$ cat src/rtl/dvi_tx_pkg.sv
`default_nettype none
// +----------------------------------------------------------------------+
// | dvi_tx_pkg : link FSM state encoding and TMDS control tokens          |
// | Revision   : 1.0                                                      |
// +----------------------------------------------------------------------+
package dvi_tx_pkg;

  typedef enum logic [2:0] {
    LOCK_WAIT  = 3'd0,
    SERDES_RST = 3'd1,
    FLUSH      = 3'd2,
    ALIGN      = 3'd3,
    ACTIVE     = 3'd4
  } link_state_t;

  localparam logic [9:0] TMDS_CTRL_C0 = 10'b1101010100;
  localparam logic [9:0] TMDS_CTRL_C1 = 10'b0010101011;
  localparam logic [9:0] TMDS_CTRL_C2 = 10'b0101010100;
  localparam logic [9:0] TMDS_CTRL_C3 = 10'b1010101011;

  localparam int unsigned LINK_CNT_W   = 16;
  localparam logic [7:0]  LOSS_CNT_MAX = 8'hFF;

endpackage
`default_nettype wire

$ cat src/rtl/dvi_tx_sync_2ff.sv
`default_nettype none
// +----------------------------------------------------------------------+
// | dvi_tx_sync_2ff : two-flop synchronizer into the pixel_clock domain   |
// | Revision        : 1.0                                                 |
// +----------------------------------------------------------------------+
module dvi_tx_sync_2ff (
  input  logic pixel_clock,
  input  logic reset_n,
  input  logic i_async,
  output logic o_sync
);

  logic r_meta;
  logic r_sync;

  always_ff @(posedge pixel_clock or negedge reset_n) begin
    if (!reset_n) begin
      r_meta <= 1'b0;
      r_sync <= 1'b0;
    end else begin
      r_meta <= i_async;
      r_sync <= r_meta;
    end
  end

  assign o_sync = r_sync;

endmodule
`default_nettype wire

$ cat src/rtl/dvi_tx_link_ctrl.sv
`default_nettype none
// +----------------------------------------------------------------------+
// | dvi_tx_link_ctrl : DVI transmit link bring-up, lane gating and        |
// |                    lock-loss supervision                              |
// | Revision         : 1.0                                                |
// +----------------------------------------------------------------------+
module dvi_tx_link_ctrl
  import dvi_tx_pkg::*;
#(
  parameter int unsigned LOCK_STABLE_CYCLES = 1024,
  parameter int unsigned SERDES_RST_CYCLES  = 16,
  parameter int unsigned FLUSH_CYCLES       = 64
) (
  input  logic       pixel_clock,
  input  logic       reset_n,
  input  logic       mmcm_locked,
  input  logic       link_enable,
  input  logic       enc_vsync,
  input  logic [9:0] enc_ch0,
  input  logic [9:0] enc_ch1,
  input  logic [9:0] enc_ch2,
  output logic [9:0] lane_ch0,
  output logic [9:0] lane_ch1,
  output logic [9:0] lane_ch2,
  output logic       phy_reset,
  output logic       link_up,
  output logic [7:0] lock_loss_cnt
);

  localparam logic [LINK_CNT_W-1:0] c_lock_last  = LINK_CNT_W'(LOCK_STABLE_CYCLES - 1);
  localparam logic [LINK_CNT_W-1:0] c_rst_last   = LINK_CNT_W'(SERDES_RST_CYCLES - 1);
  localparam logic [LINK_CNT_W-1:0] c_flush_last = LINK_CNT_W'(FLUSH_CYCLES - 1);

  link_state_t           r_state;
  link_state_t           w_next_state;
  logic [LINK_CNT_W-1:0] r_cnt;
  logic [LINK_CNT_W-1:0] w_cnt_next;
  logic                  w_locked_s;
  logic                  w_loss_evt;
  logic                  r_vsync_d;
  logic                  w_phy_reset_d;
  logic                  w_link_up_d;
  logic [9:0]            r_lane_ch0;
  logic [9:0]            r_lane_ch1;
  logic [9:0]            r_lane_ch2;
  logic                  r_phy_reset;
  logic                  r_link_up;
  logic [7:0]            r_loss_cnt;

  dvi_tx_sync_2ff u_lock_sync (
    .pixel_clock (pixel_clock),
    .reset_n     (reset_n),
    .i_async     (mmcm_locked),
    .o_sync      (w_locked_s)
  );

  always_ff @(posedge pixel_clock or negedge reset_n) begin
    if (!reset_n) begin
      r_state <= LOCK_WAIT;
      r_cnt   <= '0;
    end else begin
      r_state <= w_next_state;
      r_cnt   <= w_cnt_next;
    end
  end

  always_comb begin
    w_next_state = r_state;
    w_cnt_next   = r_cnt + 1'b1;
    w_loss_evt   = 1'b0;
    case (r_state)
      LOCK_WAIT: begin
        if (w_locked_s && link_enable) begin
          if (r_cnt == c_lock_last) w_next_state = SERDES_RST;
        end else begin
          w_cnt_next = '0;
        end
      end
      SERDES_RST: if (r_cnt == c_rst_last)   w_next_state = FLUSH;
      FLUSH:      if (r_cnt == c_flush_last) w_next_state = ALIGN;
      ALIGN: begin
        w_cnt_next = r_cnt;
        if (enc_vsync && !r_vsync_d) w_next_state = ACTIVE;
      end
      ACTIVE:  w_cnt_next = r_cnt;
      default: w_next_state = LOCK_WAIT;
    endcase
    // Lock loss wins over a disable so a coincident event is still counted.
    if (r_state != LOCK_WAIT && (!w_locked_s || !link_enable)) begin
      w_next_state = LOCK_WAIT;
      w_loss_evt   = !w_locked_s;
    end
    if (w_next_state != r_state) w_cnt_next = '0;
  end

  always_comb begin
    w_phy_reset_d = (w_next_state == LOCK_WAIT) || (w_next_state == SERDES_RST);
    w_link_up_d   = (w_next_state == ACTIVE);
  end

  // Outputs are registered from next-state so they track r_state exactly.
  always_ff @(posedge pixel_clock or negedge reset_n) begin
    if (!reset_n) begin
      r_vsync_d   <= 1'b0;
      r_phy_reset <= 1'b1;
      r_link_up   <= 1'b0;
      r_lane_ch0  <= TMDS_CTRL_C0;
      r_lane_ch1  <= TMDS_CTRL_C0;
      r_lane_ch2  <= TMDS_CTRL_C0;
      r_loss_cnt  <= '0;
    end else begin
      r_vsync_d   <= enc_vsync;
      r_phy_reset <= w_phy_reset_d;
      r_link_up   <= w_link_up_d;
      r_lane_ch0  <= w_link_up_d ? enc_ch0 : TMDS_CTRL_C0;
      r_lane_ch1  <= w_link_up_d ? enc_ch1 : TMDS_CTRL_C0;
      r_lane_ch2  <= w_link_up_d ? enc_ch2 : TMDS_CTRL_C0;
      if (w_loss_evt && (r_loss_cnt != LOSS_CNT_MAX)) r_loss_cnt <= r_loss_cnt + 1'b1;
    end
  end

  assign lane_ch0      = r_lane_ch0;
  assign lane_ch1      = r_lane_ch1;
  assign lane_ch2      = r_lane_ch2;
  assign phy_reset     = r_phy_reset;
  assign link_up       = r_link_up;
  assign lock_loss_cnt = r_loss_cnt;

endmodule
`default_nettype wire
$ cat config.mk
export PLATFORM = sky130hd
export DESIGN_NAME = dvi_tx_link_ctrl
export DESIGN_NICKNAME = d
export VERILOG_FILES = /design/src/rtl/dvi_tx_pkg.sv /design/src/rtl/dvi_tx_sync_2ff.sv /design/src/rtl/dvi_tx_link_ctrl.sv
export SDC_FILE = /design/constraint.sdc
export NUM_CORES = 1
export LEC_CHECK = 0
export CORE_ASPECT_RATIO = 0.7
export CORE_MARGIN = 4
export CORE_UTILIZATION = 48
export CTS_CLUSTER_DIAMETER = 80
export DETAILED_ROUTE_END_ITERATION = 10
export PLACE_DENSITY = 0.88
export SLEW_MARGIN = 5
export SYNTH_ARGS = -nofsm -noshare
export SYNTH_HDL_FRONTEND = slang
export SYNTH_SLANG_ARGS = --single-unit
$ cat constraint.sdc
create_clock -name pixel_clock -period 2.55 [get_ports pixel_clock]
set_input_delay 0.51 -clock pixel_clock [delete_from_list [all_inputs] [get_ports pixel_clock]]
set_output_delay 0.51 -clock pixel_clock [all_outputs]
set_load 0.02 [all_outputs]
# Word level (Yosys, flattened, before mapping)
# Cells that the tools add are included.
[totals]
reg_bits = 62
latch_bits = 0
ram_bits = 0
rom_bits = 0
inputBits = 35
n_memories = 0
[classes]
n_addsub = 2
mul = 0
div = 0
order_cmp = 0
n_eq_ne = 12
n_shift = 0
mux = 14
n_bitwise = 0
n_reduce_logical = 13
[op_table]
columns = ["operator", "n"]
rows = [
  ["$mux 16", 2],
  ["$pmux 16 s2", 1],
  ["$mux 10", 3],
  ["$mux 3", 6],
  ["$add 16x1->16 const B", 1],
  ["$eq 16x10->1 const B", 1],
  ["$eq 16x4->1 const B", 1],
  ["$eq 16x6->1 const B", 1],
  ["$pmux 3 s5", 1],
  ["$add 8x1->8 const B", 1],
  ["$ne 8x8->1 const B", 1],
  ["$eq 3x1->1 const B", 2],
  ["$eq 3x2->1 const B", 2],
  ["$eq 3x3->1 const B", 2],
  ["$logic_not 3->1", 2],
  ["$logic_and 1x1->1", 4],
  ["$logic_not 1->1", 3],
  ["$ne 3x3->1", 1],
  ["$reduce_bool 3->1", 1],
  ["$logic_or 1x1->1", 2],
  ["$ne 2x1->1 const B", 1],
  ["$reduce_or 2->1", 1],
  ["$mux 1", 1],
]

# Depth between registers and ports, before layout
# Gate-level depths: netlist of run 1.
[depth]
ltp_word = 7
ltp_mapped = 7

# Hierarchy
# A second synthesis of run 1 with hierarchy kept.
[hier_totals]
cells_unflattened = 247
area_unflattened_um2 = 2711.4
[modules_own_cells]
columns = ["module", "n_inst", "cells_each", "area_per_inst_um2"]
rows = [
  ["dvi_tx_link_ctrl", 1, 245, 2661.3],
  ["dvi_tx_sync_2ff", 1, 2, 50.0],
]

# Worst setup path before layout of run 1
# Ideal clock, no wire load.
[synth_timing]
kind = "reg2reg"
startpoint = "register r_cnt[10]"
endpoint = "register r_cnt[12]"
setup_time_ps = 136
t_arrival_ps = 1788
required_ps = 2414
slack_ps = 626
stages_incl_launch_ff = 7
synth_period_minus_slack_ps = 1924
cell_sequence = "dfrtp_1 -> or4_4 -> nor4_4 -> nor3_1 -> o21ai_4 -> buf_6 -> a211oi_1"
[synth_via]
elab_chain_cells = 7
elab_cells_between_ends = 15
[synth_rtl]
columns = ["element", "line_no", "text"]
rows = [
  ["from (decl)", "dvi_tx_link_ctrl.sv:36", "logic [LINK_CNT_W-1:0] r_cnt;"],
  ["from (signal assigned)", "dvi_tx_link_ctrl.sv:63", "r_cnt <= w_cnt_next;"],
  ["$eq 16x10->1", "dvi_tx_link_ctrl.sv:74", "if (r_cnt == c_lock_last) w_next_state = SERDES_RST;"],
  ["$mux 3", "dvi_tx_link_ctrl.sv:74", ""],
  ["$mux 3", "dvi_tx_link_ctrl.sv:73", "if (w_locked_s && link_enable) begin"],
  ["$pmux 3 s5", "dvi_tx_link_ctrl.sv:71", "case (r_state)"],
  ["$mux 3", "dvi_tx_link_ctrl.sv:89", "if (r_state != LOCK_WAIT && (!w_locked_s || !link_enable)) begin"],
  ["$ne 3x3->1", "dvi_tx_link_ctrl.sv:93", "if (w_next_state != r_state) w_cnt_next = '0;"],
  ["$ne 2x1->1 (no line) / $mux 16 (equally long branches)", "--", ""],
]
# Several ways; a longest one is shown, not always the timed one.
# A chain may end at the register's enable or synchronous reset.

# Worst setup path after layout of run 1
[layout_timing]
startpoint = "input link_enable"
endpoint = "register r_cnt[5]"
[layout_via]
elab_chain_cells = 6
elab_cells_between_ends = 12
[layout_rtl]
columns = ["element", "line_no", "text"]
rows = [
  ["from (decl)", "dvi_tx_link_ctrl.sv:17", "input logic link_enable,"],
  ["$logic_and 1x1->1 / $logic_not 1->1 (equally long branches)", "dvi_tx_link_ctrl.sv:73, dvi_tx_link_ctrl.sv:89", ""],
  ["$mux 3 / $logic_or 1x1->1 (equally long branches)", "dvi_tx_link_ctrl.sv:73, dvi_tx_link_ctrl.sv:89", ""],
  ["$pmux 3 s5 / $logic_and 1x1->1 (equally long branches)", "dvi_tx_link_ctrl.sv:71, dvi_tx_link_ctrl.sv:89", ""],
  ["$mux 3", "dvi_tx_link_ctrl.sv:89", ""],
  ["$ne 3x3->1", "dvi_tx_link_ctrl.sv:93", ""],
  ["$ne 2x1->1 (no line) / $mux 16 (equally long branches)", "--", ""],
]
# Several ways; a longest one is shown, not always the timed one.

==> results of run 1 <==
[flip-flops by register name, indices dropped and copies added, names as in the netlist]
register / count
r_vsync_d: 1
lock_loss_cnt: 8
u_lock_sync.r_meta: 1
link_up: 1
lane_ch1: 10
r_cnt: 16
r_state: 3
lane_ch0: 10
lane_ch2: 10
phy_reset: 1
u_lock_sync.o_sync: 1
[area by class of cell]
type,count,area [sq um]
clock buffers,11,151.4
flip-flops and latches,62,1572
multi-input cells,168,1110
fillers,395,1594
clock inverters,5,57.56
repair buffers,79,785.8
well taps,72,90.09
inverters,2,7.507
[how the worst min path moves through the flow]
| stage | start | slack [ps] | cells after the start | to |
|---|---|---|---|---|
| floorplan | reset_n | 210 | 0 | lane_ch0[0]$_DFF_PN0_ |
| global placement | u_lock_sync.r_meta$_DFF_PN0_ | 330 | 0 | u_lock_sync.o_sync$_DFF_PN0_ |
| detailed placement | u_lock_sync.r_meta$_DFF_PN0_ | 340 | 0 | u_lock_sync.o_sync$_DFF_PN0_ |
| CTS | reset_n | 210 | 1 | r_state[0]$_DFF_PN0_ |
| global route | reset_n | 240 | 1 | lock_loss_cnt[7]$_DFFE_PN0P_ |
| finish | reset_n | 210 | 1 | r_cnt[13]$_DFFE_PN0P_ |
[power groups by stage]
stage | logic, W | clock network, W | registers, W
floorplan | 0.0000189 | 0 | 0.00101
global placement | 0.0000956 | 0 | 0.00101
detailed placement | 0.0000985 | 0 | 0.00101
CTS | 0.0000993 | 0.000906 | 0.000991
global route | 0.000108 | 0.000947 | 0.000992
finish | 0.0000976 | 0.000882 | 0.000992
[synth_stat cells (2+ instances only)]
| library cell | n |
|---|---|
| and2_1 | 21 |
| clkbuf_1 | 7 |
| nor2_1 | 10 |
| a21oi_1 | 10 |
| nand2b_1 | 15 |
| a22oi_1 | 2 |
| xnor2_1 | 5 |
| inv_1 | 2 |
| nor2b_1 | 2 |
| xor2_1 | 7 |
| and4_1 | 3 |
| o211ai_1 | 3 |
| o21ai_0 | 5 |
| nor3_1 | 14 |
| nand4_1 | 4 |
| and3_1 | 4 |
| nand3_1 | 10 |
| nand2_1 | 13 |
| or4_4 | 2 |
| a211oi_1 | 3 |
| buf_2 | 2 |
| dfstp_2 | 16 |
| dfrtp_1 | 46 |
| ha_1 | 2 |
| nor4_1 | 8 |
| a31oi_1 | 3 |
| nand4b_1 | 2 |
[placed cells by master, fill, tap and decap left out, types with 2 or more instances in the layout]
| cell type | n |
|---|---|
| clkbuf_8 | 11 |
| o211ai_1 | 3 |
| dfstp_2 | 16 |
| buf_4 | 4 |
| nand2_1 | 13 |
| a211oi_1 | 3 |
| clkdlybuf4s50_1 | 73 |
| and3_1 | 4 |
| dfrtp_1 | 46 |
| xnor2_1 | 5 |
| nand4b_1 | 2 |
| a21oi_1 | 9 |
| xor2_1 | 7 |
| or4_4 | 2 |
| nand2b_1 | 15 |
| nor2b_1 | 2 |
| o21ai_0 | 5 |
| nor4_1 | 8 |
| nand3_1 | 10 |
| ha_1 | 2 |
| clkinvlp_4 | 3 |
| nor3_1 | 14 |
| and4_1 | 3 |
| nand4_1 | 4 |
| inv_1 | 2 |
| a22oi_1 | 2 |
| a31oi_1 | 3 |
| and2_1 | 21 |
| nor2_1 | 10 |
[per-stage QoR]
stage,setup slack [ps],instances
2_1_floorplan,626.2,243
3_3_place_gp,203.3,383
3_5_place_dp,35.68,383
4_1_cts,386.0,399
5_1_grt,229.7,399
6_report,341.9,399
[critical path: cells and delay by family]
| kind | cells | cell delay (ps) |
|---|---|---|
| compound gates | 3 | 910 |
| buf+inv | 1 | 540 |
| simple gates | 2 | 490 |
[kinds of logic (layout without fill, tap and decap cells)]
group | after synthesis | after routing | share of synthesized area
adder cells (fa/ha/maj) | 2 | 2 | 0.009135
flip-flops | 62 | 62 | 0.5738
multiplexers | 1 | 1 | 0.004111
AND/OR/NAND/NOR | 114 | 114 | 0.2476
buffers and inverters | 13 | 97 | 0.02285
XOR/XNOR | 12 | 12 | 0.03837
AO/OA/AOI/OAI | 39 | 39 | 0.1042
[layer usage]
layer	up-vias	global-route usage	share of wire
met1	1017	0.2214	0.40
met3	11	0.1064	0.11
li1	1028	-	-
met2	98	0.3094	0.47
met4	0	0.06970	0.014
met5	-	0	0
==> run metrics, run 1 <==
Setup crit start link_enable; Cell Int Power about 0.0015 W; worst hold slack between 200 and 250 ps; R2R Setup Slk roughly 400 ps; DR iter-0 viols 151; vias per inst between 5 and 6; Achievable Freq about 0.45 GHz; Starting Density 0.5103; Finished Core Util 0.7030; Synth Net Count 280; Pins Over Slew Limit 0; clock skew approximately 15 ps; reg2reg start r_cnt[6]$_DFFE_PN0P_; first-pass GRT wire length about 11000 um; worst-path maximum fanout 16; leading area contributor after synthesis dfrtp_1; cell area after synthesis roughly 2700 sq um; grt total ovfl 0; vias in the first global route about 2.2k; min-delay worst type input pin to asynchronous set/reset pin; Tot Pwr a little under 0.002 W; crit-path cells clkdlybuf4s50_1 > nand2_1 > a211oi_1 > a2bb2oi_1 > o21ai_4 > nor4_1; Comb power frac 0.050; worst reg2reg path depth 5; Max Root-Sink Buffers 2; worst stage delay on the critical path between 500 and 600 ps; slowest CP cell clkdlybuf4s50_1; drt drc 0; Setup crit start kind input pin; Rel. slew slack 0.5433; Sw Ratio 0.2139; cell area after layout 3774 sq um; Final Wtd Congestion 0.8503; Period Utilization, post-route 0.8659; Clk pwr share 0.447; WS Path Type input pin to flop; min Tclk post-route around 2200 ps; Mapped Cells about 240; Mapped Avg Cell Area 11.27 sq um; drt wl/cell about 16 um; ANT nets after route 0; Arr. time, crit path ~2500 ps; DRT Pass-1 Iters 4; yosys warns 0; peak supply drop around 0.34 mV; Primary FF master, synth dfrtp_1; sequential power share 0.503; Post-layout nets around 360; Area Growth Syn to Fin 37.78%; Die Ht roughly 71 um; Tot GR Track Use 0.1938; IO Pins 75; status complete, no violations; CP endpoint kind flop; via count about 2.2k; ANT cells 0; Synth cell types between 40 and 50; worst-margin pin slew approximately 700 ps; H-tree levels 3; Die ar. between 6000 and 7000 sq um; port bufs between 70 and 80; clk slew on worst S/H paths approximately 80 ps; share of cells above drive strength 1 0.1376; placed cell area approximately 3600 sq um; Setup TNS 0 ps; RSZ-0062 raised after global routing false; Worst-Skew Late Latency between 300 and 400 ps; Seq cells post-synth 62; CP endpoint r_cnt[5]$_DFFE_PN0P_; Post-synth EDFFs 0; Data required, critical path approximately 2800 ps; Hold Violations, Final 0; CORE AREA roughly 5400 sq um; largest net degree at the start of global routing 34; Root Driver clkbuf_8; final setup fails 0; PD cells roughly 520 nW/um^2; ranking of synthesized cells by area dfrtp_1 42%, dfstp_2 15%, and2_1 4.8%, nand2b_1 3.4%, nor3_1 2.6%; post_cts resized 0; Rows 22; CTS sink count 62; initial antenna violation count 0; hold_buf cts 0; FF-to-FF End r_cnt[0]$_DFFE_PN0P_; Post-synth ARST share 1.000; P_sw roughly 0.00042 W; # Post-CTS Setup Buffers 0; TritonCTS clock tree built; routed wire length 6372 um; CTS Buf Count 9; register area share after synthesis 0.5738; top-area cell type share of the netlist area 0.4203; DP Wirelength 4539 um; max-cap violations 0; width of the die 98.29 um; static leakage about 1.6 nW
Note: power is estimated with default switching activity, not from simulation.
==> run 2: changes to the inputs <==
--- a/config.mk
+++ b/config.mk
@@ -5,12 +5,13 @@
 export SDC_FILE = /design/constraint.sdc
 export NUM_CORES = 1
 export LEC_CHECK = 0
+export ABC_AREA = 1
 export CORE_ASPECT_RATIO = 0.7
 export CORE_MARGIN = 4
 export CORE_UTILIZATION = 48
 export CTS_CLUSTER_DIAMETER = 80
 export DETAILED_ROUTE_END_ITERATION = 10
-export PLACE_DENSITY = 0.88
+export PLACE_DENSITY = 0.87
 export SLEW_MARGIN = 5
 export SYNTH_ARGS = -nofsm -noshare
 export SYNTH_HDL_FRONTEND = slang
==> run metrics, run 2 <==
Synth Net Count about 350; Final Wtd Congestion ~0.98; Mapped Cells about 320; most flop-heavy register r_cnt; vias in the first global route between 2k and 2.5k; Tot Pwr between 0.0015 and 0.002 W; commonest non-fill, non-tap cell in the layout clkdlybuf4s50_1; CTS sink count between 60 and 70; H-tree levels 3; Seq cells post-synth 62; clock skew 11.59 ps; placed cell area about 3600 sq um; max-cap violations 0; Hold Violations, Final 0; Starting Density 0.4934; Worst-Skew Late Latency approximately 330 ps; slowest CP cell dfrtp_1; TritonCTS clock tree built; reg2reg start r_cnt[0]$_DFFE_PN0P_; pre-CTS setup slack 238.7 ps; Post-synth EDFFs 0; post_cts resized 0; Area Growth Syn to Fin 36.27%; largest net degree at the start of global routing 63; Arr. time, crit path roughly 2300 ps; share of cells above drive strength 1 0.1791; number of flip-flops in the largest register 16; Die Ht 72.03 um; crit-path cells ha_1 > nand2_1 > nor3_2 > nand3_1 > nand2_1 > o21ai_1 > nand2_1 > nand3_2 > nor2_1; Achievable Freq 0.4761 GHz; Tot GR Track Use 0.1968; Data required, critical path roughly 2800 ps; first-pass GRT wire length around 11000 um; CP endpoint kind flop; min Tclk post-route 2101 ps; final setup fails 0; Mapped Avg Cell Area roughly 8.9 sq um; vias per inst between 4 and 5; drt drc 0; CORE AREA around 5700 sq um; yosys warns 0; Rel. slew slack 0.4994; static leakage about 1.8 nW; worst-margin pin slew between 700 and 800 ps; grt total ovfl 0; Post-synth ARST share 1.000; Period Utilization, post-route 0.8237; clk slew on worst S/H paths 70 ps; final setup margin 449.5 ps; DRT Pass-1 Iters 5; PD cells between 500 and 600 nW/um^2; Post-layout nets between 400 and 500; # Post-CTS Setup Buffers 0; CTS Buf Count 9; Synth cell types 33; DR iter-0 viols 89; Primary FF master, synth dfrtp_1; Root Driver clkbuf_8; DP Wirelength roughly 4800 um; port bufs 74; peak supply drop around 0.42 mV; width of the die 99.48 um; cell area after synthesis ~2800 sq um; ANT cells 0; Top cell by count, worst path nand2_1; Rows 23; drt wl/cell roughly 13 um; Pins Over Slew Limit 0; Max Root-Sink Buffers 2; leading area contributor after synthesis dfrtp_1; worst-path maximum fanout 16; most frequent cells in the layout 73 x clkdlybuf4s50_1, 49 x inv_1, 47 x nor2_1, 46 x dfrtp_1, 43 x nand2_1; status complete, no violations; Setup TNS 0 ps; Setup crit start r_cnt[0]$_DFFE_PN0P_; routed wire length approximately 6400 um; RSZ-0062 raised after global routing false; ANT nets after route 0; top-area cell type share of the netlist area 0.4094; register area share after synthesis 0.5590; initial antenna violation count 0; Setup crit start kind flop; Fillers 445; hold_buf cts 0; cell area after layout about 3800 sq um; worst stage delay on the critical path 390 ps; Synth top cells by count 49 x inv_1, 47 x nor2_1, 46 x dfrtp_1; Die ar. 7165 sq um; WS Path Type flop to flop; top-count cell post-synth inv_1; via count around 2.4k; IO Pins 75; min-delay worst type input pin to asynchronous set/reset pin; ranking of synthesized cells by area dfrtp_1 41%, dfstp_2 15%, inv_1 6.5%, nor2_1 6.3%, nand2_1 5.7%
[run 2: cell type report]
class	instances	area (sq um)	area share
sequential	62	1572	0.4102
multi-input combinational	198	1025	0.2675
timing repair buffer	76	750.7	0.1960
inverter	50	187.7	0.04899
clock buffer	12	177.7	0.04637
tap	75	93.84	0.02449
clock inverter	4	25.02	0.006532
[run 2: path summary, 6_finish.rpt]
path | end | slack, ps | depth (start not counted)
setup reg to reg | r_cnt[1]$_DFFE_PN0P_ | 450 | 9
max in group asynchronous | r_cnt[10]$_DFFE_PN0P_ | 1720 | 2
hold reg to reg | u_lock_sync.o_sync$_DFF_PN0_ | 360 | 0
setup / recovery | r_cnt[1]$_DFFE_PN0P_ | 450 | 9
min in group pixel_clock | u_lock_sync.o_sync$_DFF_PN0_ | 360 | 0
hold / removal | lock_loss_cnt[3]$_DFFE_PN0P_ | 330 | 2
[run 2: through the flow]
| stage | hold slack, ps | cells | utilization |
|---|---|---|---|
| after floorplan | 214.4 | 315 | - |
| final | 332.1 | 477 | 0.6724 |
| after global placement | 331.7 | 461 | 0.6368 |
| after detailed placement | 344.2 | 461 | 0.6368 |
| after global routing | 379.5 | 477 | 0.6724 |
| after CTS | 349.4 | 477 | 0.6724 |
[run 2: routing by layer]
metal / up-vias / part of all wire / global-route usage
met2: 98 / 0.44 / 0.2984
met4: 0 / 0.012 / 0.05606
met3: 10 / 0.12 / 0.09702
li1: 1143 / - / -
met1: 1122 / 0.43 / 0.2522
met5: - / 0 / 0
[run 2: worst max-delay path: cells and delay by family, from the launching register on]
kind	cells	cell delay, ps
simple gates	7	1330
flops	1	390
fa+ha+maj	1	210
compound gates	1	90
[run 2: cells by family after synthesis]
group                      share of synthesized area
and+or+nand+nor                               0.2666
muxes                                       0.004005
AOI/OAI and AO/OA                            0.05697
adders and majority gates                   0.008899
xor gates and xnor gates                     0.02804
buffers and inverters                        0.07654
DFF                                           0.5590
[run 2: where the power goes]
group	leakage [nW]	switching (W)	internal [W]	total, W
combinational	0.896	0.0000379	0.0000509	0.0000887
clock	0.107	0.000374	0.000470	0.000844
sequential	0.798	0.00000304	0.000988	0.000992
==> run 3: changes to the inputs <==
--- a/config.mk
+++ b/config.mk
@@ -8,10 +8,10 @@
 export ABC_AREA = 1
 export CORE_ASPECT_RATIO = 0.7
 export CORE_MARGIN = 4
-export CORE_UTILIZATION = 48
+export CORE_UTILIZATION = 44
 export CTS_CLUSTER_DIAMETER = 80
 export DETAILED_ROUTE_END_ITERATION = 10
-export PLACE_DENSITY = 0.87
+export PLACE_DENSITY = 0.85
 export SLEW_MARGIN = 5
 export SYNTH_ARGS = -nofsm -noshare
 export SYNTH_HDL_FRONTEND = slang
==> constraint.sdc (replaced) <==
create_clock -name pixel_clock -period 1.8 [get_ports pixel_clock]
set_input_delay 0.36 -clock pixel_clock [delete_from_list [all_inputs] [get_ports pixel_clock]]
set_output_delay 0.36 -clock pixel_clock [all_outputs]
set_load 0.02 [all_outputs]
==> run metrics, run 3 (synthesis gave the netlist of run 2 again) <==
status complete, no violations; PD cells between 600 and 700 nW/um^2; Achievable Freq around 0.57 GHz; Area Growth Syn to Fin 45.97%; Die Ht 74.88 um; static leakage between 1.5 and 2 nW; Fillers between 400 and 500; P_sw between 0.0006 and 0.0007 W; worst-margin pin slew between 300 and 400 ps; R2R Setup Slk roughly 54 ps; Comb power frac 0.050; Period Utilization, post-route 0.9699; CP endpoint kind flop; Cell Int Power 0.002111 W; commonest non-fill, non-tap cell in the layout clkdlybuf4s50_1; Endpoint, Worst Hold u_lock_sync.o_sync$_DFF_PN0_; largest net degree at the start of global routing 51; number of flip-flops in the largest register 16; DR iter-0 viols ~200; HP Start u_lock_sync.r_meta$_DFF_PN0_; worst stage delay on the critical path between 400 and 500 ps; Max Root-Sink Buffers 2; Clk pwr share 0.440; sequential power share 0.510; worst reg2reg path depth 11; Setup crit start kind flop; ANT cells 0; area of the multi-input gates between 1000 and 1500 sq um; most flop-heavy register r_cnt; worst hold stages 0; most frequent cells in the layout 51 x clkdlybuf4s50_1, 48 x inv_1, 42 x dfrtp_1, 40 x nand2_1, 39 x nor2_1; crit-path cells ha_4 > nand3_4 > nor2_4 > nand2_1 > nand2_1 > nand2_2 > o21ai_2 > nand2_2 > nand3_4 > clkbuf_16 > nor2_4; CP bufs+invs 1; IO Pins 75; initial antenna violation count 0; Sw Ratio 0.2340; Hold Violations, Final 0; clk slew on worst S/H paths ~70 ps; drt wl/cell approximately 14 um; H-tree levels 3; CTS sink count between 60 and 70; Arr. time, crit path 1980 ps; width of the die around 100 um; worst-path maximum fanout 8; reg2reg start r_cnt[1]$_DFFE_PN0P_; ANT nets after route 0; final setup fails 0; Rows 24; Finished Core Util 0.6602; FF-to-FF End r_cnt[6]$_DFFE_PN0P_; Worst-Skew Late Latency ~350 ps; worst hold slack 375.4 ps; Rel. slew slack 0.7723; Final Wtd Congestion between 0.9 and 1; clock skew between 7 and 8 ps; max-cap violations 0; Die ar. 7753 sq um; Pins Over Slew Limit 0; Reg area approximately 1600 sq um; Tot GR Track Use 0.1905; Starting Density 0.4523; Root Driver clkbuf_8; DRT Pass-1 Iters 4; DP Wirelength between 4000 and 5000 um; TritonCTS clock tree built; vias per inst approximately 5; CP top delay family simple AND/OR/NAND/NOR gates; first-pass GRT wire length approximately 11000 um; port bufs between 70 and 80; drt drc 0; WS Path Type flop to flop; share of cells above drive strength 1 0.2671; RSZ-0062 raised after global routing true; Post-layout nets around 460; via count between 2k and 3k; CORE AREA 6216 sq um; min Tclk post-route around 1700 ps; grt total ovfl 0; Data required, critical path 2030 ps; routed wire length slightly above 7000 um; vias in the first global route about 2.4k; slowest CP cell dfrtp_1; peak supply drop 0.4553 mV; CTS Buf Count 9; min-delay worst type flop to flop
-- run 3: changes by cell type in the layout (fill, tap and decap cells not counted), sizes merged --
cell	before	now
clkdlybuf4s50	73	51
buf	3	22
dlygate4sd2	0	18
dlymetal6s2s	0	4
inv	51	54
clkinv	3	1
dlygate4sd3	0	1
-- run 3: power by group through the flow --
stage	combinational (W)	clock [W]	sequential, W
floorplan	0.0000211	0	0.00143
detailed placement	0.000135	0	0.00143
CTS	0.000139	0.00124	0.00140
global placement	0.000130	0	0.00143
finish	0.000139	0.00121	0.00141
global route	0.000152	0.00132	0.00140
-- run 3: per-stage QoR --
step / instance area, sq um / instances / TNS, ps / setup slack [ps] / total power, W
finish: 4104 / 501 / 0 / 54.25 / 0.002755
detailed placement: 3762 / 478 / -1110 / -77.84 / 0.001564
global placement: 3762 / 478 / -39.17 / -8.720 / 0.001559
floorplan: 2811 / 315 / 0 / 163.0 / 0.001449
global route: 4104 / 501 / -289.6 / -38.97 / 0.002878
CTS: 3959 / 496 / 0 / 1.823 / 0.002787
-- run 3: how the worst max path moves through the flow --
stage                               start                    to  slack (ps)  cells past startpoint
floorplan            r_cnt[0]$_DFFE_PN0P_  r_cnt[9]$_DFFE_PN0P_         160                     11
finish               r_cnt[1]$_DFFE_PN0P_  r_cnt[6]$_DFFE_PN0P_          50                     11
detailed placement              enc_vsync  r_cnt[0]$_DFFE_PN0P_         -80                     10
CTS                  r_cnt[0]$_DFFE_PN0P_  r_cnt[2]$_DFFE_PN0P_           2                     11
global placement                enc_vsync  r_cnt[2]$_DFFE_PN0P_          -9                      9
global route        r_cnt[10]$_DFFE_PN0P_  r_cnt[6]$_DFFE_PN0P_         -40                     11
-- run 3: what timing repair did --
| action | CTS | global route |
|---|---|---|
| setup buffers | 1 | 4 |
| setup endpoints to repair | 34 | 21 |
| endpoints found under the hold margin | 12 | 0 |
| gates cloned | 0 | 1 |
| pin swaps | 1 | 12 |
| hold buffers | 1 | 0 |
| gates resized for setup | 19 | 28 |
-- run 3: layout make-up --
class / instances / share of cell area
flip-flops and latches: 62 / 0.3841
multi-input cells: 198 / 0.2689
repair buffers: 97 / 0.2293
inverters: 50 / 0.04573
clock buffers: 11 / 0.03963
well taps: 78 / 0.02378
clock inverters: 5 / 0.008537
-- run 3: per-layer routing --
metal  GRT usage  vias to the layer above  wire length [um]
li1            -                     1194                 -
met1      0.2139                     1190              2875
met2      0.3268                      114              3547
met3      0.1003                        8               752
met4     0.05310                        0                66
met5           0                        -                 0
